<file path="config.mk">
export PLATFORM = sky130hd
export DESIGN_NAME = stream_dword_serializer
export DESIGN_NICKNAME = d
export VERILOG_FILES = /design/src/rtl/stream_dword_serializer.sv
export SDC_FILE = /design/constraint.sdc
export NUM_CORES = 1
export LEC_CHECK = 0
export CORE_UTILIZATION = 60
export DETAILED_ROUTE_END_ITERATION = 10
export HOLD_SLACK_MARGIN = 0.15
export PLACE_DENSITY = 0.9
export SETUP_SLACK_MARGIN = 0.15
export SLEW_MARGIN = 20
export SYNTH_ARGS = -nofsm -noshare
export SYNTH_HDL_FRONTEND = slang
export SYNTH_SLANG_ARGS = --single-unit
</file>
<file path="constraint.sdc">
create_clock -name clk_i -period 7.4 [get_ports clk_i]
set_clock_uncertainty 0.1 [all_clocks]
set_input_delay 1.48 -clock clk_i [delete_from_list [all_inputs] [get_ports clk_i]]
set_output_delay 1.48 -clock clk_i [all_outputs]
set_load 0.005 [all_outputs]
</file>
<file path="src/rtl/stream_dword_serializer.sv">
// Word-to-byte stream serializer: accepts 32-bit words holding 1-4 valid bytes and emits
// them one byte per cycle, with a 2-entry word FIFO so word-rate sources see no bubbles.
module stream_dword_serializer #(
  parameter bit          MSB_FIRST = 1'b0,
  parameter int unsigned COUNT_W   = 16
) (
  input  logic               clk_i,
  input  logic               rst_ni,
  // Word input
  input  logic               s_valid_i,
  output logic               s_ready_o,
  input  logic [31:0]        s_data_i,
  input  logic [1:0]         s_bytes_i,
  // Byte output
  output logic               m_valid_o,
  input  logic               m_ready_i,
  output logic [7:0]         m_data_o,
  output logic               m_last_o,
  // Status
  output logic [COUNT_W-1:0] byte_count_o,
  output logic               busy_o
);

  typedef enum logic [0:0] {StIdle, StActive} state_e;

  state_e state_q, state_d;

  // Output shift stage
  logic [31:0] word_q, word_d;
  logic [1:0]  len_q, len_d;
  logic [1:0]  idx_q, idx_d;

  // Pending-word FIFO
  logic [31:0] fifo_data_q [2];
  logic [1:0]  fifo_len_q  [2];
  logic        rd_ptr_q, rd_ptr_d;
  logic        wr_ptr_q, wr_ptr_d;
  logic [1:0]  cnt_q, cnt_d;

  logic               s_ready_q, s_ready_d;
  logic [COUNT_W-1:0] byte_count_q, byte_count_d;

  logic        in_xfer;
  logic        out_xfer;
  logic        is_last;
  logic        fifo_empty;
  logic        load_head;
  logic        load_in;
  logic        push;
  logic        pop;
  logic [31:0] word_shift;
  logic [7:0]  byte_sel;

  assign in_xfer    = s_valid_i & s_ready_q;
  assign out_xfer   = (state_q == StActive) & m_ready_i;
  assign is_last    = (idx_q == len_q);
  assign fifo_empty = (cnt_q == 2'd0);

  // Next-state logic for the shift stage; the FIFO head always wins over a bypassing word.
  always_comb begin
    state_d   = state_q;
    word_d    = word_q;
    len_d     = len_q;
    idx_d     = idx_q;
    load_head = 1'b0;
    load_in   = 1'b0;

    unique case (state_q)
      StIdle: begin
        if (!fifo_empty) begin
          load_head = 1'b1;
        end else if (in_xfer) begin
          load_in = 1'b1;
        end
      end
      StActive: begin
        if (out_xfer) begin
          if (!is_last) begin
            idx_d = idx_q + 2'd1;
          end else if (!fifo_empty) begin
            load_head = 1'b1;
          end else if (in_xfer) begin
            load_in = 1'b1;
          end else begin
            state_d = StIdle;
            idx_d   = 2'd0;
          end
        end
      end
      default: begin
        state_d = StIdle;
        idx_d   = 2'd0;
      end
    endcase

    if (load_head) begin
      state_d = StActive;
      word_d  = fifo_data_q[rd_ptr_q];
      len_d   = fifo_len_q[rd_ptr_q];
      idx_d   = 2'd0;
    end else if (load_in) begin
      state_d = StActive;
      word_d  = s_data_i;
      len_d   = s_bytes_i;
      idx_d   = 2'd0;
    end
  end

  // FIFO bookkeeping; a bypassing word never touches the FIFO.
  always_comb begin
    push     = in_xfer & ~load_in;
    pop      = load_head;
    wr_ptr_d = push ? ~wr_ptr_q : wr_ptr_q;
    rd_ptr_d = pop ? ~rd_ptr_q : rd_ptr_q;
    cnt_d    = cnt_q + {1'b0, push} - {1'b0, pop};
    // s_ready is registered, so it reflects occupancy after this edge.
    s_ready_d = (cnt_d < 2'd2);
  end

  always_comb begin
    byte_count_d = byte_count_q;
    if (out_xfer) begin
      byte_count_d = byte_count_q + {{(COUNT_W-1){1'b0}}, 1'b1};
    end
  end

  always_ff @(posedge clk_i or negedge rst_ni) begin
    if (!rst_ni) begin
      state_q      <= StIdle;
      word_q       <= 32'h0;
      len_q        <= 2'd0;
      idx_q        <= 2'd0;
      rd_ptr_q     <= 1'b0;
      wr_ptr_q     <= 1'b0;
      cnt_q        <= 2'd0;
      s_ready_q    <= 1'b0;
      byte_count_q <= '0;
    end else begin
      state_q      <= state_d;
      word_q       <= word_d;
      len_q        <= len_d;
      idx_q        <= idx_d;
      rd_ptr_q     <= rd_ptr_d;
      wr_ptr_q     <= wr_ptr_d;
      cnt_q        <= cnt_d;
      s_ready_q    <= s_ready_d;
      byte_count_q <= byte_count_d;
    end
  end

  // FIFO storage needs no reset: occupancy gates every read.
  always_ff @(posedge clk_i) begin
    if (push) begin
      fifo_data_q[wr_ptr_q] <= s_data_i;
      fifo_len_q[wr_ptr_q]  <= s_bytes_i;
    end
  end

  // Shift the selected byte into a fixed lane.
  always_comb begin
    if (MSB_FIRST) begin
      word_shift = word_q << {idx_q, 3'b000};
      byte_sel   = word_shift[31:24];
    end else begin
      word_shift = word_q >> {idx_q, 3'b000};
      byte_sel   = word_shift[7:0];
    end
  end

  assign m_valid_o    = (state_q == StActive);
  assign m_data_o     = m_valid_o ? byte_sel : 8'h00;
  assign m_last_o     = m_valid_o & is_last;
  assign s_ready_o    = s_ready_q;
  assign byte_count_o = byte_count_q;
  assign busy_o       = m_valid_o | ~fifo_empty;

endmodule

</file>
==> impl_metrics.ini <==
[floorplanning]
dieArea_mm2 = 0.00940
ios = 66
row_count = 34
core_area_mm2 = 0.00872
start_util_pct = 62.1
die_y_um = 97.0
die_x_um = 97.0

[clock_tree]
htreeDepth = 4
numCtsBuffers = 17
ctsRootBufferMaster = clkbuf_8
cts_setup_buffers = 0
cts.sinks = 126
ctsHoldBuffers = 0
clk_pin_slew_ns = 0.06
clock_latency_ns = 0.52
postCtsResizedCells = 0
tritoncts = done
clockBufferDepth = 2

[yosys]
synth.top_cell.area_share_pct = 37.7
postSynthAreaPerCell_um2 = 14.3
ys_top_cells_by_area = edfxtp_1, dfrtp_1, mux2_2, mux2i_1, o21ai_0
syn-num-nets = 418
synthArstFlopShare_pct = 46.0
yosysTopAreaCell = edfxtp_1
yosysSeqAreaShare_pct = 64.6
synth_seq_cells = 126
synth_edf_count = 68
synth_cells = 378
synth_common_cells = edfxtp_1, dfrtp_1, nand2_1, o21ai_0, mux2i_1
synth_flop_cell = edfxtp_1
synth_cell_types = 37
synth-warning-count = 0
synth.most_common_cell = edfxtp_1
syn_area_mm2 = 0.00541

[job]
cap_violations = 0

[setup_path]
criticalPathCategory = register to primary output
crit_path_end_kind = primary output
crit_start = idx_q[0]
reg2reg_from = idx_q[0]
crit_slowest_cell = dfrtp_1
cp.required_ns = 5.82
crit_chain = mux4_2 -> and2_1 -> clkdlybuf4s50_1
cpLargestDelayFamily = flip-flops
startpoint_type = register
crit_buf_inv = 1
cp_data_arrival_time_ns = 2.50
cpPeakStageDelay_ns = 0.74
crit_fanout = 12

[timing]
relSlewSlack_pct = 28.2
setup_violations = 0
grt_setup_unrepaired = false
post-route-worst-setup-slack_ns = 3.32
worst_slew_pin_slew_ns = 1.08
hold_viol = 0
fin_crit_ns = 4.08
clock.fmax_ghz = 0.245
finalMaxSlewViolations = 0
tns_ns = 0
period_share_pct = 55.1

[routing]
drcViolationCount = 0
wirelength_met1_um = 4690
num_vias = 3329
top_layer = met4
drtAntennaViolNets = 0
vias_per_cell = 5.84
wl_per_cell_um = 19.5
met2_length_um = 5530
dr.pass1.iters = 5
routed_wl_um = 11100
wl_met3_um = 636
drt_iter0_drc = 251

[global_route]
antenna_found_initial = 0
grt-ovfl-total = 0
grt_pass1_vias = 3428
grt_pass1_wl_um = 17800
grt_usage_pct = 25.3
grt_max_degree = 71

[worst_hold_path]
hold_start = byte_count_o[15]
worst_hold_path_type = register to register

[power_and_ir_drop]
power_leakage_nw = 2.61
p_per_area_mw_per_mm2 = 444
ir_worst_vdd_v = 0.000227

[layout]
diodes = 0
layout-drive-gt1-share_pct = 18.4
nets = 489
syn2layout_area_growth_pct = 25.2

[placed_design]
pre_cts_ws_ns = 3.23
dp_hpwl_um = 6700
port-buffer-count = 65
gp_congestion = 0.810

[run_status]
status = finished, final reports clean
-- registers in the layout, summed over array words and instances (netlist names) --
signal,count
byte_count_o,16
cnt_q,2
fifo_data_q,64
fifo_len_q,4
idx_q,2
len_q,2
m_valid_o,1
rd_ptr_q,1
s_ready_o,1
word_q,32
wr_ptr_q,1
-- metrics by stage --
stage | cell area (µm²) | power, mW | hold WS [ns] | utilization [%] | cells
CTS | 6750 | 2.99 | 0.387 | 77.4 | 569
finish | 6780 | 3.01 | 0.387 | 77.7 | 570
global placement | 6130 | 2.06 | 0.360 | 70.3 | 537
global route | 6780 | 3.14 | 0.413 | 77.7 | 570
detailed placement | 6130 | 2.12 | 0.379 | 70.3 | 537
floorplan | 5410 | 1.76 | 0.355 | - | 378
-- power by group --
part	internal, mW	switching (mW)
Combinational	0.558	0.426
Sequential	0.958	0.207
Clock	0.555	0.304
Total	2.07	0.937
-- kinds of logic (layout without fill, tap and decap cells) --
kind of cell | Yosys count | count (layout) | synth area share (%)
AOI/OAI and AO/OA | 48 | 48 | 5.36
xor gates and xnor gates | 21 | 21 | 3.40
adders and majority gates | 2 | 2 | 0.462
buffers and inverters | 21 | 105 | 2.08
DFF | 126 | 126 | 64.6
muxes | 78 | 78 | 17.1
and+or+nand+nor | 82 | 82 | 7.08
-- path summary, 6_finish.rpt --
kind	end	slack (ns)	depth (start not counted)
worst max-delay path	m_data_o[6]	3.32	3
worst max register to register	fifo_data_q[1][26]	4.28	5
worst min register to register	byte_count_o[15]	0.39	1
worst min-delay path	byte_count_o[15]	0.39	1
min in group asynchronous	byte_count_o[5]	0.99	2
max in group asynchronous	rd_ptr_q	5.68	2
-- routing by layer --
metal	track usage, %	vias up
li1	-	1524
met1	33.1	1653
met2	40.2	125
met3	6.86	27
met4	11.0	0
met5	0	-
-- area by class of cell --
class	instances	area, µm²
fill	477	1940
clock inverter	14	190
tap	108	135
timing repair buffer	70	703
clock buffer	18	428
inverter	3	11.3
sequential	126	3490
multi-input combinational	231	1820
-- cells in the final DEF (no fill, tap or decap), drive strengths merged --
cell           Yosys  routed
ha                 2       2
nor3b              1       1
inv                3       5
and3               1       1
nand4              2       2
buf               10       6
a2111oi            1       1
and2              10      10
xnor2             11      11
nor4               2       2
or3                1       1
mux4               8       8
a211o              1       1
mux2i             36      36
edfxtp            68      68
clkinvlp           0       4
dfrtp             58      58
o31ai              1       1
a21boi             2       2
and4               1       1
clkdlybuf4s50      0      64
xor2              10      10
clkbuf             8      18
clkinv             0       4
mux2              34      34
o211a              2       2
nor2               5       5
nor3               2       2
nor2b              2       2
bufinv             0       4
nand3              7       7
a21oi              4       4
and3b              1       1
nand2b             1       1
nand2             45      45
o21ai             37      37
or2                1       1
No activity file was read; power rests on OpenSTA's default activity.
